--- config.mk ---
export PLATFORM = sky130hd
export DESIGN_NAME = mmio_uart_ctrl
export DESIGN_NICKNAME = d
export VERILOG_FILES = /design/src/rtl/mmio_uart_ctrl.sv
export SDC_FILE = /design/constraint.sdc
export NUM_CORES = 1
export LEC_CHECK = 0
export BUFFER_PORTS_ARGS = -buffer_cell sky130_fd_sc_hd__buf_2
export CAP_MARGIN = 0
export CORE_MARGIN = 2
export CORE_UTILIZATION = 50
export DETAILED_ROUTE_END_ITERATION = 12
export GPL_TIMING_DRIVEN = 0
export PLACE_DENSITY_LB_ADDON = 0.1
export SLEW_MARGIN = 20
export SYNTH_ARGS = -nofsm -noshare
export SYNTH_HDL_FRONTEND = slang
export SYNTH_SLANG_ARGS = --single-unit
--- constraint.sdc ---
create_clock -name clk -period 6.9 [get_ports clk]
set_clock_uncertainty 0.1 [all_clocks]
set_input_delay 0.345 -clock clk [delete_from_list [all_inputs] [get_ports clk]]
set_output_delay 0.345 -clock clk [all_outputs]
set_load 0.1 [all_outputs]
--- src/rtl/mmio_uart_ctrl.sv ---
// mmio_uart_ctrl: MMIO register window in front of the UART byte interface.
// RX and TX bytes are buffered in two small FIFOs. Loads return registered
// data one cycle after re_in, matching data-memory latency.
// Optional feature macro: MMIO_UART_IRQ_EN adds the IRQ_EN register (+0xC)
// and the registered irq_out port.
module mmio_uart_ctrl #(
  parameter int          AWIDTH     = 32,
  parameter int          DWIDTH     = 32,
  parameter int          FIFO_DEPTH = 4,
  parameter logic [31:0] BASE_ADDR  = 32'h8000_0000
) (
  input  logic              clk,
  input  logic              rst_n,
  input  logic [AWIDTH-1:0] addr_in,
  input  logic [DWIDTH-1:0] data_in,
  input  logic              we_in,
  input  logic              re_in,
  output logic [DWIDTH-1:0] data_reg_out,
  input  logic [7:0]        uart_rx_data_in,
  input  logic              uart_rx_valid_in,
  output logic              uart_rx_ready_out,
  output logic [7:0]        uart_tx_data_out,
  output logic              uart_tx_valid_out,
`ifdef MMIO_UART_IRQ_EN
  output logic              irq_out,
`endif
  input  logic              uart_tx_ready_in
);

  localparam int PW = (FIFO_DEPTH > 1) ? $clog2(FIFO_DEPTH) : 1;
  localparam int CW = PW + 1;
  localparam logic [CW-1:0] FULL_CNT = CW'(FIFO_DEPTH);

  localparam logic [AWIDTH-1:0] BASE      = AWIDTH'(BASE_ADDR);
  localparam logic [AWIDTH-1:0] A_STATUS  = BASE;
  localparam logic [AWIDTH-1:0] A_RX_DATA = BASE + AWIDTH'(4);
  localparam logic [AWIDTH-1:0] A_TX_DATA = BASE + AWIDTH'(8);
`ifdef MMIO_UART_IRQ_EN
  localparam logic [AWIDTH-1:0] A_IRQ_EN  = BASE + AWIDTH'(12);
`endif

  // RX FIFO state
  logic [7:0]    rx_mem [FIFO_DEPTH];
  logic [PW-1:0] rx_wr_ptr, rx_rd_ptr;
  logic [CW-1:0] rx_count;
  logic          rx_full, rx_empty, rx_push, rx_pop;

  // TX FIFO state
  logic [7:0]    tx_mem [FIFO_DEPTH];
  logic [PW-1:0] tx_wr_ptr, tx_rd_ptr;
  logic [CW-1:0] tx_count;
  logic          tx_full, tx_empty, tx_push, tx_pop;

  // Register access decode
  logic              hit_status, hit_rx, hit_tx;
  logic              status_rd, rx_rd, tx_wr;
  logic              tx_ovf_evt, rx_udf_evt;
  logic              tx_overflow, rx_underflow;
  logic [DWIDTH-1:0] status_word;
  logic [DWIDTH-1:0] rd_data;

  // Only the low byte of store data is architecturally meaningful.
  logic unused_data;
  assign unused_data = ^data_in[DWIDTH-1:8];

  assign hit_status = (addr_in == A_STATUS);
  assign hit_rx     = (addr_in == A_RX_DATA);
  assign hit_tx     = (addr_in == A_TX_DATA);

  assign status_rd  = re_in & hit_status;
  assign rx_rd      = re_in & hit_rx;
  assign tx_wr      = we_in & hit_tx;

  assign rx_full    = (rx_count == FULL_CNT);
  assign rx_empty   = (rx_count == '0);
  assign tx_full    = (tx_count == FULL_CNT);
  assign tx_empty   = (tx_count == '0);

  // Full/empty are judged on pre-edge counts, so a same-cycle pop never
  // makes room for a push that arrives at a full FIFO.
  assign uart_rx_ready_out = ~rx_full;
  assign rx_push    = uart_rx_valid_in & ~rx_full;
  assign rx_pop     = rx_rd & ~rx_empty;
  assign rx_udf_evt = rx_rd & rx_empty;

  assign uart_tx_valid_out = ~tx_empty;
  assign uart_tx_data_out  = tx_mem[tx_rd_ptr];
  assign tx_push    = tx_wr & ~tx_full;
  assign tx_pop     = ~tx_empty & uart_tx_ready_in;
  assign tx_ovf_evt = tx_wr & tx_full;

  // RX storage: written at the write pointer on each accepted byte.
  always_ff @(posedge clk or negedge rst_n) begin
    if (!rst_n) begin
      for (int i = 0; i < FIFO_DEPTH; i++) rx_mem[i] <= '0;
    end else if (rx_push) begin
      rx_mem[rx_wr_ptr] <= uart_rx_data_in;
    end
  end

  // RX pointers and occupancy; push and pop together leave the count alone.
  always_ff @(posedge clk or negedge rst_n) begin
    if (!rst_n) begin
      rx_wr_ptr <= '0;
      rx_rd_ptr <= '0;
      rx_count  <= '0;
    end else begin
      if (rx_push) rx_wr_ptr <= rx_wr_ptr + PW'(1);
      if (rx_pop)  rx_rd_ptr <= rx_rd_ptr + PW'(1);
      case ({rx_push, rx_pop})
        2'b10:   rx_count <= rx_count + CW'(1);
        2'b01:   rx_count <= rx_count - CW'(1);
        default: rx_count <= rx_count;
      endcase
    end
  end

  // TX storage: written from the low byte of store data.
  always_ff @(posedge clk or negedge rst_n) begin
    if (!rst_n) begin
      for (int i = 0; i < FIFO_DEPTH; i++) tx_mem[i] <= '0;
    end else if (tx_push) begin
      tx_mem[tx_wr_ptr] <= data_in[7:0];
    end
  end

  // TX pointers and occupancy; push and pop together leave the count alone.
  always_ff @(posedge clk or negedge rst_n) begin
    if (!rst_n) begin
      tx_wr_ptr <= '0;
      tx_rd_ptr <= '0;
      tx_count  <= '0;
    end else begin
      if (tx_push) tx_wr_ptr <= tx_wr_ptr + PW'(1);
      if (tx_pop)  tx_rd_ptr <= tx_rd_ptr + PW'(1);
      case ({tx_push, tx_pop})
        2'b10:   tx_count <= tx_count + CW'(1);
        2'b01:   tx_count <= tx_count - CW'(1);
        default: tx_count <= tx_count;
      endcase
    end
  end

  // Sticky error flags: a STATUS read clears them, a new event on the same
  // edge takes priority and keeps the flag set.
  always_ff @(posedge clk or negedge rst_n) begin
    if (!rst_n) begin
      tx_overflow  <= 1'b0;
      rx_underflow <= 1'b0;
    end else begin
      if (tx_ovf_evt)     tx_overflow <= 1'b1;
      else if (status_rd) tx_overflow <= 1'b0;
      if (rx_udf_evt)     rx_underflow <= 1'b1;
      else if (status_rd) rx_underflow <= 1'b0;
    end
  end

`ifdef MMIO_UART_IRQ_EN
  logic [1:0] irq_en;
  logic       hit_irq;
  assign hit_irq = (addr_in == A_IRQ_EN);

  // IRQ enable register and registered interrupt (one cycle behind state).
  always_ff @(posedge clk or negedge rst_n) begin
    if (!rst_n) begin
      irq_en  <= 2'b00;
      irq_out <= 1'b0;
    end else begin
      if (we_in & hit_irq) irq_en <= data_in[1:0];
      irq_out <= (~rx_empty & irq_en[0]) | (tx_empty & irq_en[1]);
    end
  end
`endif

  // STATUS layout: flags in [3:0], rx_count at [11:8], tx_count at [19:16].
  always_comb begin
    status_word          = '0;
    status_word[0]       = ~tx_full;
    status_word[1]       = ~rx_empty;
    status_word[2]       = tx_overflow;
    status_word[3]       = rx_underflow;
    status_word[8 +: CW]  = rx_count;
    status_word[16 +: CW] = tx_count;
  end

  // Load data select; unmapped and write-only offsets read as zero.
  always_comb begin
    rd_data = '0;
    if (hit_status) begin
      rd_data = status_word;
    end else if (hit_rx) begin
      rd_data = rx_empty ? '0 : DWIDTH'(rx_mem[rx_rd_ptr]);
    end
`ifdef MMIO_UART_IRQ_EN
    else if (hit_irq) begin
      rd_data = DWIDTH'(irq_en);
    end
`endif
  end

  // Registered load data; returns zero on any cycle without a load.
  always_ff @(posedge clk or negedge rst_n) begin
    if (!rst_n) data_reg_out <= '0;
    else        data_reg_out <= re_in ? rd_data : '0;
  end

endmodule

# ---- After elaboration in Yosys (flattened, before gate mapping)
# Index checks and enable logic that the tools add are counted.
dict set report classes {
  order_cmp 6
  n_mux 21
  n_reduce_logical 8
  n_bitwise 17
  add_sub_neg 8
  eq_ne 9
}
# operator n
set ops {}
lappend ops {{$eq 32x32->1 const B} 3}
lappend ops {{$bwmux 32} 2}
lappend ops {{$mux 8} 8}
lappend ops {{$bmux 8 s2} 2}
lappend ops {{$demux 8 s2} 2}
lappend ops {{$mux 32} 1}
lappend ops {{$mux 19} 1}
lappend ops {{$ge 3x3->1 const B} 4}
lappend ops {{$not 2->3} 4}
lappend ops {{$pmux 3 s2} 2}
lappend ops {{$and 1x1->1} 9}
lappend ops {{$add 2x1->2 const B} 4}
lappend ops {{$reduce_bool 2->1} 4}
lappend ops {{$add 3x1->3 const B} 2}
lappend ops {{$eq 3x3->1 const B} 2}
lappend ops {{$logic_not 3->1} 2}
lappend ops {{$lt 3x1->1 const B} 2}
lappend ops {{$sub 3x1->3 const B} 2}
lappend ops {{$eq 2x1->1 const B} 2}
lappend ops {{$eq 2x2->1 const B} 2}
lappend ops {{$not 1->1} 4}
lappend ops {{$mux 1} 3}
lappend ops {{$logic_and 1x1->1} 2}
dict set report totals {
  elab_cells 86
  input_bits 78
  out_inout_bits 42
  regBits 112
}

# ---- Logic depth before layout (Yosys ltp)
dict set report depth {
  depth_word 8
  mapped_depth 11
  ltp_nobuf 10
}

# ---- Least setup slack after synthesis
# No wires, ideal clock.
dict set report synth_timing {
  path_type {input -> register}
  startpoint {input port addr_in[26]}
  endpoint {register rx_count[2]}
  setup_ns 0.079
  setup_slack_ns 4.212
  required_ns 6.721
  path_stages 10
  n_path_buf 1
  arrival_ns 2.509
  path_cell_list {nor4_4 nand4_4 buf_2 nor3_2 ha_1 inv_1 fa_1 xor2_1 nor2_1 xor2_1}
}
dict set report synth_via {
  elab_chain_len 5
  elab_cells_between_ends 7
  cone_classes {3 x eq/ne; 1 x mux; 2 x bitwise; 1 x reduce/logical}
}
# item line_no
set synth_rtl {}
lappend synth_rtl {{start, declared} 14} ;# input logic [AWIDTH-1:0] addr_in,
lappend synth_rtl {{$eq 32x32->1 (*)} 67} ;# assign hit_rx = (addr_in == A_RX_DATA);
lappend synth_rtl {{$and 1x1->1 (*)} 71} ;# assign rx_rd = re_in & hit_rx;
lappend synth_rtl {{$and 1x1->1 (*)} 83} ;# assign rx_pop = rx_rd & ~rx_empty;
lappend synth_rtl {{net rx_pop} 46} ;# logic rx_full, rx_empty, rx_push, rx_pop;
lappend synth_rtl {{$eq 2x1->1 / $eq 2x2->1 (equally long branches)} 110} ;# case ({rx_push, rx_pop})
lappend synth_rtl {{$pmux 3 s2 / $reduce_bool 2->1 (equally long branches)} --}
lappend synth_rtl {{end signal, assigned} 111} ;# 2'b10: rx_count <= rx_count + CW'(1);
lappend synth_rtl {{end signal, assigned} 112} ;# 2'b01: rx_count <= rx_count - CW'(1);
lappend synth_rtl {{end signal, assigned} 113} ;# default: rx_count <= rx_count;
lappend synth_rtl {{end, declared} 45} ;# logic [CW-1:0] rx_count;
# The timed path passes the listed nets; every way through them passes the cells marked *.
# A chain may end at the register's enable or synchronous reset.

# ---- Worst setup path after layout
dict set report layout_timing {
  startpoint {input port addr_in[18]}
  endpoint {register rx_count[2]}
}
# Same word-level chain as after synthesis.

==> impl_results.md <==
- Synthesized area: 4550 um^2
- Pins Over Slew Limit: 0
- Compound-gate portion of the synthesized area: roughly 1.4%
- Worst Max-Slew Pin Slew: a little under 0.9 ns
- Multiplexer share of the synthesized area: between 20% and 30%
- Worst skew pair latency: about 0.35 ns
- Critical path type: input pin to flip-flop
- Min-delay src: data_in[7]
- Synth Area in Adders: between 3 and 4%
- Post-synth top area share: 51.7%
- Commonest non-fill, non-tap cell in the layout: dfrtp_1
- Mapped Avg Cell Area: about 15 um^2
- R2r endpoint: tx_count[2]$_DFFE_PN0P_
- Setup-failing EPs final: 0
- Critical path peak fanout: 10
- Post-Place Cell Area: 5160 um^2
- F_max: ~350 MHz
- Simple-gate share of the synthesized area: between 10 and 15%
- R2R depth: 10
- Pre-CTS WS: ~3.6 ns
- # port buffers: 76
- R2R Setup Slk: around 4.2 ns
- Critical Path AT: just over 3 ns
- Async SR Flop Fraction: 100%
- Initial antenna violation count: 0
- Outcome: complete, no violations
- DP Wirelength: 5.93 mm
- Post-CTS Resized: 0
- Pwr/cell area: 280 nW/um^2
- Rel. slew slack: between 40% and 50%
- DIE AREA: 9880 um^2
- Clock Path Buffers: 2
- Placer congestion estimate: just over 0.7
- Total gr overflow: 0
- Vias per Instance: roughly 5.1
- Vias: 2685
- Crit path launch type: input pin
- Max cap viols: 0
- Die X: 99.4 um
- Setup WS post-layout: roughly 4.0 ns
- Synth Flop Type: dfrtp_1
- Commonest cells after routing, fill and taps aside: dfrtp_1 (94), buf_2 (78), mux2_2 (56)
- Largest family of logic cells by synthesized area: multiplexers
- TritonCTS clock tree: done
- First-pass GRT wire length: 13.9 mm
- Critical Path Sink Type: flip-flop
- Post-synth EDFFs: 0
- Cell taking the most area after synthesis: dfrtp_1
- Hold Path End: tx_mem[7]$_DFFE_PN0P_
- Antenna viol nets, final: 0
- Unrepaired setup endpoints after global routing: false
- VDD IR max: ~0.00015 V
- CTS H-tree depth: 3
- Final Hold Viols: 0
- YS warnings: 0
- Post-synthesis sequential element count: 94
- Placement Rows: 34
- Die Span Y: 99.4 um
- Synth top area cells: dfrtp_1 (52%), mux2_2 (14%), mux4_2 (7.9%)
- Crit-path cells: buf_2, nor4_4, nand4_4, buf_2, nor3_2, ha_1, inv_1, fa_1, xor2_1, nor2_1, xor2_1
- Period utilization: between 40% and 50%
- Largest stage delay on the critical path: between 0.6 and 0.7 ns
- GRT Util Overall: 18.0%
- Core area: around 8800 um^2
- Slowest-stage cell, CP: nor3_2
- Minimum clock period: between 2 and 3 ns
- Starting density of the core: 51.9%
- FILL cells: 729
- Post-synth cell types: 37
- Fin nets: about 500
- N_diodes: 0
- Post-Route WL: between 8 and 9 mm
- Share of layout cells above drive strength 1: between 50 and 60%
- Setup tns final: 0 ns
- Area Overhead vs Synth: 18.4%
- Largest net degree at the start of global routing: 50
- Register area share after synthesis: around half
- Routed len/inst: between 15 and 20 um
- Drt pass-1 iters: 4
- # DRC: 0
- Drt initial violations: a little over 80
- Cell area after layout: approximately 5400 um^2
- Mapped Cells: just over 300
- Worst R2R Start: tx_count[1]$_DFFE_PN0P_
- I/O pin count: between 100 and 150
- Worst Hold Depth: 2
- Hold Crit Class: input pin to flip-flop
- Number of global-route vias before repair: 2766
- Clock-pin slew on the worst setup and hold paths: 0.10 ns
- CTS root buf: clkbuf_8
- CP Data Required Time: a little over 7 ns
- Synth Area in XOR/XNOR: under 10%
- Number of CTS-inserted buffers: 9
- CTS Sinks: 94
- P_leak: between 2 and 3 nW
-- repair_timing --
action	4_1_cts	5_1_grt
hold buffers	1	0
setup buffers	0	0
hold endpoints to repair	45	0
-- cell usage after synthesis (2+ instances only) --
cell type / instances
nor4_1: 4
buf_2: 3
a22o_1: 3
buf_4: 18
nor2_1: 4
clkbuf_1: 2
nor3_1: 3
and2_1: 7
nor4_4: 10
mux2_4: 8
xor2_1: 7
or3_1: 3
nand4_4: 2
ha_1: 10
nand2_1: 10
fa_1: 2
mux4_2: 16
xnor2_1: 5
inv_1: 19
o21ai_0: 3
nor3_2: 2
dfrtp_1: 94
mux2_2: 56
-- area by class of cell --
class	instances	area (um^2)	share of cell area [%]
multi-input combinational	185	2030	37.7
clock inverter	6	76.3	1.42
sequential	94	2350	43.6
timing repair buffer	78	424	7.87
buffer	24	161	3.00
tap	108	135	2.51
inverter	19	71.3	1.32
clock buffer	10	138	2.55
-- registers in the layout (all words and copies together), names as in the netlist --
register	flops
data_reg_out	14
rx_count	3
rx_mem	32
rx_rd_ptr	2
rx_underflow	1
rx_wr_ptr	2
tx_count	3
tx_mem	32
tx_overflow	1
tx_rd_ptr	2
tx_wr_ptr	2
-- critical path, delay by kind of cell --
family,cells,cell delay (ns)
buf+inv,3,0.44
fa+ha+maj,2,0.68
simple gates,4,1.28
xor+xnor,2,0.30
-- metal layers --
metal  part of all wire, %  global-route usage (%)  vias to the layer above  routed length, um
li1                      -                       -                     1265                  -
met1                    44                    23.5                     1367               3610
met2                    52                    30.9                       46               4280
met3                   3.2                    3.23                        7                265
met4                   1.0                    5.58                        0                 84
met5                     0                       0                        -                  0
-- metrics by stage --
stage	utilization (%)	hold WS (ns)	cells	power [mW]
CTS	61.5	0.145	524	1.52
finish	61.5	0.162	524	1.51
global route	61.5	0.152	524	1.60
floorplan	-	-0.0506	322	1.04
detailed placement	58.9	0.204	507	1.14
global placement	58.6	0.378	506	1.12
-- power by group --
group | total [mW] | leakage (nW) | switching, mW | internal, mW
logic | 0.402 | 1.34 | 0.211 | 0.191
registers | 0.725 | 1.22 | 0.0586 | 0.666
clock network | 0.381 | 0.109 | 0.197 | 0.183
total | 1.51 | 2.67 | 0.467 | 1.04
-- how the worst max path moves through the flow --
stage                              endpoint   startpoint  cells after the start
floorplan           rx_count[2]$_DFFE_PN0P_  addr_in[26]                     10
global placement    rx_count[2]$_DFFE_PN0P_  addr_in[26]                     11
detailed placement  rx_count[2]$_DFFE_PN0P_  addr_in[18]                     11
CTS                 rx_count[2]$_DFFE_PN0P_  addr_in[18]                     11
global route        rx_count[2]$_DFFE_PN0P_   addr_in[5]                     10
finish              rx_count[2]$_DFFE_PN0P_  addr_in[18]                     11
-- kinds of logic (layout without fill, tap and decap cells) --
kind of cell	after synthesis	after routing
other	1	18
AND/OR/NAND/NOR	52	52
XOR/XNOR	12	12
AO/OA/AOI/OAI	9	9
adder cells (fa/ha/maj)	12	12
flip-flops	94	94
buffers and inverters	43	137
multiplexers	82	82
No activity file was read; power rests on OpenSTA's default activity.
